<file path="config.mk">
export PLATFORM = sky130hd
export DESIGN_NAME = islem_denetleyici_flat
export DESIGN_NICKNAME = d
export VERILOG_FILES = /design/src/rtl/islem_denetleyici_if.sv /design/src/rtl/islem_denetleyici.sv /design/src/flat_wrapper.sv
export SDC_FILE = /design/constraint.sdc
export NUM_CORES = 1
export LEC_CHECK = 0
export ABC_CLOCK_PERIOD_IN_PS = 2650
export BUFFER_PORTS_ARGS = -buffer_cell sky130_fd_sc_hd__buf_2
export CAP_MARGIN = 40
export CORE_MARGIN = 4
export CORE_UTILIZATION = 47
export DETAILED_ROUTE_END_ITERATION = 7
export GPL_TIMING_DRIVEN = 0
export PLACE_DENSITY_LB_ADDON = 0.1
export SLEW_MARGIN = 15
export SYNTH_ARGS = -nofsm -noshare
export SYNTH_HDL_FRONTEND = slang
export SYNTH_SLANG_ARGS = --single-unit
</file>
<file path="constraint.sdc">
create_clock -name clk -period 2.65 [get_ports clk]
set_input_delay 0.6625 -clock clk [delete_from_list [all_inputs] [get_ports clk]]
set_output_delay 0.6625 -clock clk [all_outputs]
set_load 0.02 [all_outputs]
</file>
<file path="src/rtl/islem_denetleyici_if.sv">
// Port bundle between the sequencer (initiator) and the floating-point islem unit (target).
interface islem_denetleyici_if #(
  parameter int unsigned ADDR_W = 13,
  parameter int unsigned DATA_W = 32
);
  logic              alu_enable;
  logic [DATA_W-1:0] alu_sayi1;
  logic [DATA_W-1:0] alu_sayi2;
  logic [1:0]        alu_islem_turu;
  logic [ADDR_W-1:0] alu_adres;
  logic [DATA_W-1:0] alu_sonuc;
  logic              alu_bitti;

  modport master (
    output alu_enable, alu_sayi1, alu_sayi2, alu_islem_turu, alu_adres,
    input  alu_sonuc, alu_bitti
  );

  modport slave (
    input  alu_enable, alu_sayi1, alu_sayi2, alu_islem_turu, alu_adres,
    output alu_sonuc, alu_bitti
  );
endinterface

</file>
<file path="src/rtl/islem_denetleyici.sv">
// Sequencer: fetches operand records from the operand RAM, runs each through the islem unit
// and writes results to the result RAM, for a programmed number of operations.
module islem_denetleyici #(
  parameter int unsigned ADDR_W  = 13,
  parameter int unsigned DATA_W  = 32,
  parameter int unsigned TIMEOUT = 64
) (
  input  logic                 clk,
  input  logic                 rst,
  input  logic                 basla,
  input  logic [ADDR_W-1:0]    islem_sayisi,
  output logic [ADDR_W-1:0]    mem_adres,
  input  logic [DATA_W-1:0]    mem_veri,
  islem_denetleyici_if.master  alu,
  output logic                 yaz_en,
  output logic [ADDR_W-1:0]    yaz_adres,
  output logic [DATA_W-1:0]    yaz_veri,
  output logic                 mesgul,
  output logic                 bitti,
  output logic                 hata
);
  localparam int unsigned SAYAC_W = (TIMEOUT > 1) ? $clog2(TIMEOUT) : 1;

  typedef enum logic [2:0] {BOSTA, OKU0, OKU1, OKU2, OKU3, BEKLE, YAZ, BITIR} durum_t;

  durum_t              state_q, state_d;
  logic [ADDR_W-1:0]   n_q, n_d, i_q, i_d, taban_q, taban_d;
  logic [SAYAC_W-1:0]  sayac_q, sayac_d;
  logic [ADDR_W-1:0]   mem_adres_q, mem_adres_d, alu_adres_q, alu_adres_d;
  logic [ADDR_W-1:0]   yaz_adres_q, yaz_adres_d;
  logic [DATA_W-1:0]   sayi1_q, sayi1_d, sayi2_q, sayi2_d, yaz_veri_q, yaz_veri_d;
  logic [1:0]          tur_q, tur_d;
  logic                alu_enable_q, alu_enable_d, yaz_en_q, yaz_en_d;
  logic                mesgul_q, mesgul_d, bitti_q, bitti_d, hata_q, hata_d;
  logic                zaman_asimi_c, son_islem_c, kabul_c;

  assign kabul_c       = (state_q == BOSTA) && basla;
  assign zaman_asimi_c = (sayac_q == SAYAC_W'(TIMEOUT - 1));
  assign son_islem_c   = ((i_q + ADDR_W'(1)) == n_q);

  // State register
  always_ff @(posedge clk) begin
    if (rst) state_q <= BOSTA;
    else     state_q <= state_d;
  end

  // Next-state logic; alu_bitti takes priority over a coinciding timeout
  always_comb begin
    state_d = state_q;
    case (state_q)
      BOSTA:   if (basla) state_d = (islem_sayisi == '0) ? BITIR : OKU0;
      OKU0:    state_d = OKU1;
      OKU1:    state_d = OKU2;
      OKU2:    state_d = OKU3;
      OKU3:    state_d = BEKLE;
      BEKLE: begin
        if (alu.alu_bitti)      state_d = YAZ;
        else if (zaman_asimi_c) state_d = BITIR;
      end
      YAZ:     state_d = son_islem_c ? BITIR : OKU0;
      BITIR:   state_d = BOSTA;
      default: state_d = BOSTA;
    endcase
  end

  // Output/datapath next values, looked ahead on state_d so registered outputs track the state
  always_comb begin
    n_d         = n_q;
    i_d         = i_q;
    taban_d     = taban_q;
    hata_d      = hata_q;
    mem_adres_d = mem_adres_q;
    sayi1_d     = sayi1_q;
    sayi2_d     = sayi2_q;
    tur_d       = tur_q;
    alu_adres_d = alu_adres_q;
    yaz_adres_d = yaz_adres_q;
    yaz_veri_d  = yaz_veri_q;
    sayac_d     = '0;

    if (kabul_c) begin
      n_d     = islem_sayisi;
      i_d     = '0;
      taban_d = '0;
      hata_d  = 1'b0;
    end
    if (state_q == YAZ && !son_islem_c) begin
      i_d     = i_q + ADDR_W'(1);
      taban_d = taban_q + ADDR_W'(3);
    end
    if (state_q == BEKLE) begin
      if (alu.alu_bitti)      yaz_veri_d = alu.alu_sonuc;
      else if (zaman_asimi_c) hata_d     = 1'b1;
      if (state_d == BEKLE)   sayac_d    = sayac_q + SAYAC_W'(1);
    end

    if (state_q == OKU1) sayi1_d = mem_veri;
    if (state_q == OKU2) sayi2_d = mem_veri;
    if (state_q == OKU3) tur_d   = mem_veri[1:0];

    case (state_d)
      OKU0:    mem_adres_d = taban_d;
      OKU1:    mem_adres_d = taban_q + ADDR_W'(1);
      OKU2:    mem_adres_d = taban_q + ADDR_W'(2);
      OKU3:    alu_adres_d = i_q;
      YAZ:     yaz_adres_d = i_q;
      default: ;
    endcase

    alu_enable_d = (state_d == BEKLE);
    yaz_en_d     = (state_d == YAZ);
    bitti_d      = (state_d == BITIR);
    mesgul_d     = (state_d != BOSTA);
  end

  always_ff @(posedge clk) begin
    if (rst) begin
      n_q          <= '0;
      i_q          <= '0;
      taban_q      <= '0;
      sayac_q      <= '0;
      mem_adres_q  <= '0;
      sayi1_q      <= '0;
      sayi2_q      <= '0;
      tur_q        <= '0;
      alu_adres_q  <= '0;
      alu_enable_q <= 1'b0;
      yaz_en_q     <= 1'b0;
      yaz_adres_q  <= '0;
      yaz_veri_q   <= '0;
      mesgul_q     <= 1'b0;
      bitti_q      <= 1'b0;
      hata_q       <= 1'b0;
    end else begin
      n_q          <= n_d;
      i_q          <= i_d;
      taban_q      <= taban_d;
      sayac_q      <= sayac_d;
      mem_adres_q  <= mem_adres_d;
      sayi1_q      <= sayi1_d;
      sayi2_q      <= sayi2_d;
      tur_q        <= tur_d;
      alu_adres_q  <= alu_adres_d;
      alu_enable_q <= alu_enable_d;
      yaz_en_q     <= yaz_en_d;
      yaz_adres_q  <= yaz_adres_d;
      yaz_veri_q   <= yaz_veri_d;
      mesgul_q     <= mesgul_d;
      bitti_q      <= bitti_d;
      hata_q       <= hata_d;
    end
  end

  assign mem_adres          = mem_adres_q;
  assign alu.alu_enable     = alu_enable_q;
  assign alu.alu_sayi1      = sayi1_q;
  assign alu.alu_sayi2      = sayi2_q;
  assign alu.alu_islem_turu = tur_q;
  assign alu.alu_adres      = alu_adres_q;
  assign yaz_en             = yaz_en_q;
  assign yaz_adres          = yaz_adres_q;
  assign yaz_veri           = yaz_veri_q;
  assign mesgul             = mesgul_q;
  assign bitti              = bitti_q;
  assign hata               = hata_q;
endmodule

</file>
<file path="src/flat_wrapper.sv">
// flat-port wrapper written by rule: the top's interface ports become plain ports
module islem_denetleyici_flat 
#(
  parameter int unsigned ADDR_W  = 13,
  parameter int unsigned DATA_W  = 32,
  parameter int unsigned TIMEOUT = 64
)
  (clk, rst, basla, islem_sayisi, mem_adres, mem_veri, yaz_en, yaz_adres, yaz_veri, mesgul, bitti, hata, alu_alu_enable, alu_alu_sayi1, alu_alu_sayi2, alu_alu_islem_turu, alu_alu_adres, alu_alu_sonuc, alu_alu_bitti);
  islem_denetleyici_if #(.ADDR_W(ADDR_W), .DATA_W(DATA_W)) alu_i ();
  input  logic clk;
  input  logic rst;
  input  logic basla;
  input  logic [ADDR_W-1:0] islem_sayisi;
  output logic [ADDR_W-1:0] mem_adres;
  input  logic [DATA_W-1:0] mem_veri;
  output logic yaz_en;
  output logic [ADDR_W-1:0] yaz_adres;
  output logic [DATA_W-1:0] yaz_veri;
  output logic mesgul;
  output logic bitti;
  output logic hata;
  output wire logic [$bits(alu_i.alu_enable)-1:0] alu_alu_enable;
  output wire logic [$bits(alu_i.alu_sayi1)-1:0] alu_alu_sayi1;
  output wire logic [$bits(alu_i.alu_sayi2)-1:0] alu_alu_sayi2;
  output wire logic [$bits(alu_i.alu_islem_turu)-1:0] alu_alu_islem_turu;
  output wire logic [$bits(alu_i.alu_adres)-1:0] alu_alu_adres;
  input wire logic [$bits(alu_i.alu_sonuc)-1:0] alu_alu_sonuc;
  input wire logic [$bits(alu_i.alu_bitti)-1:0] alu_alu_bitti;
  assign alu_alu_enable = alu_i.alu_enable;
  assign alu_alu_sayi1 = alu_i.alu_sayi1;
  assign alu_alu_sayi2 = alu_i.alu_sayi2;
  assign alu_alu_islem_turu = alu_i.alu_islem_turu;
  assign alu_alu_adres = alu_i.alu_adres;
  assign alu_i.alu_sonuc = alu_alu_sonuc;
  assign alu_i.alu_bitti = alu_alu_bitti;
  islem_denetleyici #(.ADDR_W(ADDR_W), .DATA_W(DATA_W), .TIMEOUT(TIMEOUT)) u_core (.clk(clk), .rst(rst), .basla(basla), .islem_sayisi(islem_sayisi), .mem_adres(mem_adres), .mem_veri(mem_veri), .alu(alu_i), .yaz_en(yaz_en), .yaz_adres(yaz_adres), .yaz_veri(yaz_veri), .mesgul(mesgul), .bitti(bitti), .hata(hata));
endmodule
</file>
==> metrics <==
CTS root buf clkbuf_16; beginning of the worst register-to-register path u_core.i_q[0]$_SDFFE_PP0P_; clock network power share 0.285; hold_buf cts 0; Setup WS pre-CTS -0.6330 ns; fmax around 370 MHz; Unique masters post-synth 52; # DRC 0; Design Area, Final approximately 11000 µm²; Worst Path Arrival 3.01 ns; failing checks setup timing; post-synthesis average cell area slightly above 8 µm²; Util after Layout 0.6508; 1st-pass router iterations 5; CP cell instances ha_4, and3_4, and3_4, or3_4, a2111o_1, nor3b_4, o21ai_2, buf_6, clkbuf_16, mux2i_1, nor2_1; Max Cap Violations 0; Total GRT Usage 0.2402; Mapped Area roughly 8100 µm²; layout cells sized above 1 0.2938; predominant post-synthesis flop cell dfxtp_1; Routed WL roughly 25000 µm; Net Sw Frac 0.3500; gpl congestion ~0.9; TritonCTS buffer count 17; number of top-level pins 223; post-detail-place hpwl 17180 µm; RSZ-0062 raised after global routing yes; CTS H-Tree Depth 4; Core Area about 17000 µm²; fin crit period 2.704 ns; Worst-Skew Late Latency around 0.43 ns; number of synthesized flops with an enable pin 0; CP Capture Type flip-flop; most frequent cells after synthesis nand2_1 (219), dfxtp_1 (190), a21oi_1 (132), nor2_1 (98), clkbuf_1 (61); Synth top area share 0.4683; final period utilization 1.020; setup TNS -0.8421 ns; top cell type by total area after synthesis dfxtp_1; Net count, final between 1000 and 1500; Non-Filler Instances roughly 1500; Yosys warning count 0; deepest clock path buffer count 2; Port Buffer Count around 220; multi-input logic area between 4000 and 5000 µm²; Fill cells 1498; Setup CP Type reg -> reg; Gate power share 0.367; Design Power approximately 9.7 mW; number of antenna violations at the first check in global routing 0; die height roughly 140 µm; crit path max-delay cell type a2111o_1; Worst IR Drop VDD roughly 0.0005 V; sequential area share after synthesis 0.4683; hold crit path type reg -> reg; total gr overflow 0; power density cells 887.9 nW/µm²; first-pass GRT wire length 38140 µm; outcome finished, violations left; number of vias per cell ~5.3; capturing point of the worst reg2reg path u_core.yaz_adres[10]$_SDFFE_PP0P_; vias around 8000; Psw ~3.4 mW; hold_ws 0.4510 ns; Starting Density 0.4847; CP max FO 7; PnR worst setup slack -0.05427 ns; TritonCTS clock tree yes; Placed Cells roughly 1400; Post-Synthesis Cells roughly 1000; worst hold endpoint u_core.alu.alu_adres[10]$_SDFFE_PP0N_; asr flop ratio synth 0; final hold vios 0; Crit path required time between 2 and 3 ns; largest net degree at the start of global routing 17; P&R area growth vs syn 34.27%; Min-Delay Startpoint u_core.alu.alu_adres[10]$_SDFFE_PP0N_; wire per inst roughly 16 µm; Crit path largest cell delay around 0.4 ns; Cell Area, Placed 9545 µm²; static leakage 4.861 nW; most common cell in the netlist nand2_1; clk sinks 190; register area between 3000 and 4000 µm²; Clock Pin Slew Worst Setup and Hold Paths approximately 0.07 ns; Slew Limit Fails 0; Net Count, Synth around 1100; DIE AREA approximately 20000 µm²; Core Rows 47; worst reg-to-reg setup slack -0.05 ns; Rel. slew slack 0.4889; Flop pwr share 0.348; FF-to-FF path depth 11; internal power between 6 and 7 mW; Post-DRT Antenna Nets 0; crit path launch type flip-flop; Die Wd about 140 µm; number of global-route vias before repair ~7300; Post-Route Skew 0.007370 ns; most frequent CP cell and3_4; top cells by area, synth dfxtp_1 (47%), nand2_1 (10%), a21oi_1 (8.1%); 1st-iter DRT viols ~640; Worst Hold Depth 2; actual slew at the worst max-slew pin between 0.7 and 0.8 ns; post-synthesis register bit count 190; Final Setup Violations 42
## sequential cells by signal, indices dropped and copies added, names as in the netlist, 13 cells and up
register              cells
u_core.yaz_adres         13
u_core.yaz_veri          32
u_core.taban_q           13
u_core.n_q               13
u_core.alu.alu_adres     13
u_core.alu.alu_sayi1     32
u_core.i_q               13
u_core.alu.alu_sayi2     32
u_core.mem_adres         13
## worst max-delay path by stage
stage / cells after the start / end / from
global route: 12 / u_core.yaz_veri[6]$_SDFFE_PP0P_ / u_core.i_q[0]$_SDFFE_PP0P_
detailed placement: 10 / u_core.i_q[6]$_SDFFE_PP0P_ / u_core.i_q[0]$_SDFFE_PP0P_
global placement: 10 / u_core.i_q[6]$_SDFFE_PP0P_ / u_core.i_q[0]$_SDFFE_PP0P_
CTS: 11 / u_core.yaz_veri[4]$_SDFFE_PP0P_ / u_core.i_q[1]$_SDFFE_PP0P_
finish: 11 / u_core.yaz_adres[10]$_SDFFE_PP0P_ / u_core.i_q[0]$_SDFFE_PP0P_
floorplan: 13 / u_core.yaz_adres[0]$_SDFFE_PP0P_ / u_core.i_q[1]$_SDFFE_PP0P_
## power groups by stage
stage / combinational (mW) / clock, mW / sequential, mW
finish: 3.55 / 2.76 / 3.37
global route: 3.81 / 2.94 / 3.42
CTS: 3.13 / 2.80 / 3.36
detailed placement: 2.82 / 0 / 3.43
global placement: 2.79 / 0 / 3.41
floorplan: 1.62 / 0 / 3.76
## per-layer routing
metal  share of wire  vias to the layer above  routed length (µm)  track usage
li1                -                     3976                   -            -
met3           0.059                       52                1464      0.04048
met2            0.48                      284               11880       0.3847
met4           0.026                        0                 639      0.09114
met1            0.43                     3719               10720       0.3263
met5               0                        -                   0            0
## logic make-up (layout without fill, tap and decap cells)
kind of cell               Yosys count  after routing  share of synthesized area
AOI/OAI and AO/OA                  219            219                     0.1583
xor gates and xnor gates            30             30                    0.03235
adders and majority gates            6              6                   0.009242
buffers and inverters               89            373                    0.05037
DFF                                190            190                     0.4683
muxes                               49             49                    0.06054
other                                0              1                          0
and+or+nand+nor                    416            416                     0.2209
## placed cells by master, fill, tap and decap left out, types with 15 or more instances in the layout
cell / instances
nand2_1: 218
buf_2: 223
nor3_1: 18
dfxtp_1: 183
clkbuf_1: 53
a211oi_1: 16
buf_6: 15
mux2i_1: 47
nand3_1: 19
clkbuf_16: 19
a21oi_1: 130
buf_4: 26
nor2_1: 94
xor2_1: 15
## area by class of cell
| type | instances | share of cell area |
|---|---|---|
| tap | 220 | 0.02524 |
| sequential | 190 | 0.3500 |
| multi-input combinational | 720 | 0.3871 |
| clock inverter | 11 | 0.01640 |
| buffer | 78 | 0.04153 |
| timing repair buffer | 256 | 0.1349 |
| clock buffer | 20 | 0.04187 |
| antenna | 1 | 0.0002294 |
| inverter | 8 | 0.002753 |
## repair_timing
action	CTS	global route
gates cloned	3	2
pin swaps	12	25
setup endpoints to repair	92	118
resized for setup	53	63
setup buffers	12	16
## critical path, delay by kind of cell (launching register included)
| family | cells | cell delay, ns |
|---|---|---|
| buffers and inverters | 2 | 0.35 |
| multiplexers | 1 | 0.16 |
| AO/OA/AOI/OAI | 2 | 0.55 |
| flip-flops | 1 | 0.36 |
| adder cells (fa/ha/maj) | 1 | 0.16 |
| AND/OR/NAND/NOR | 5 | 1.00 |
Power figures use the tool's default switching activity.
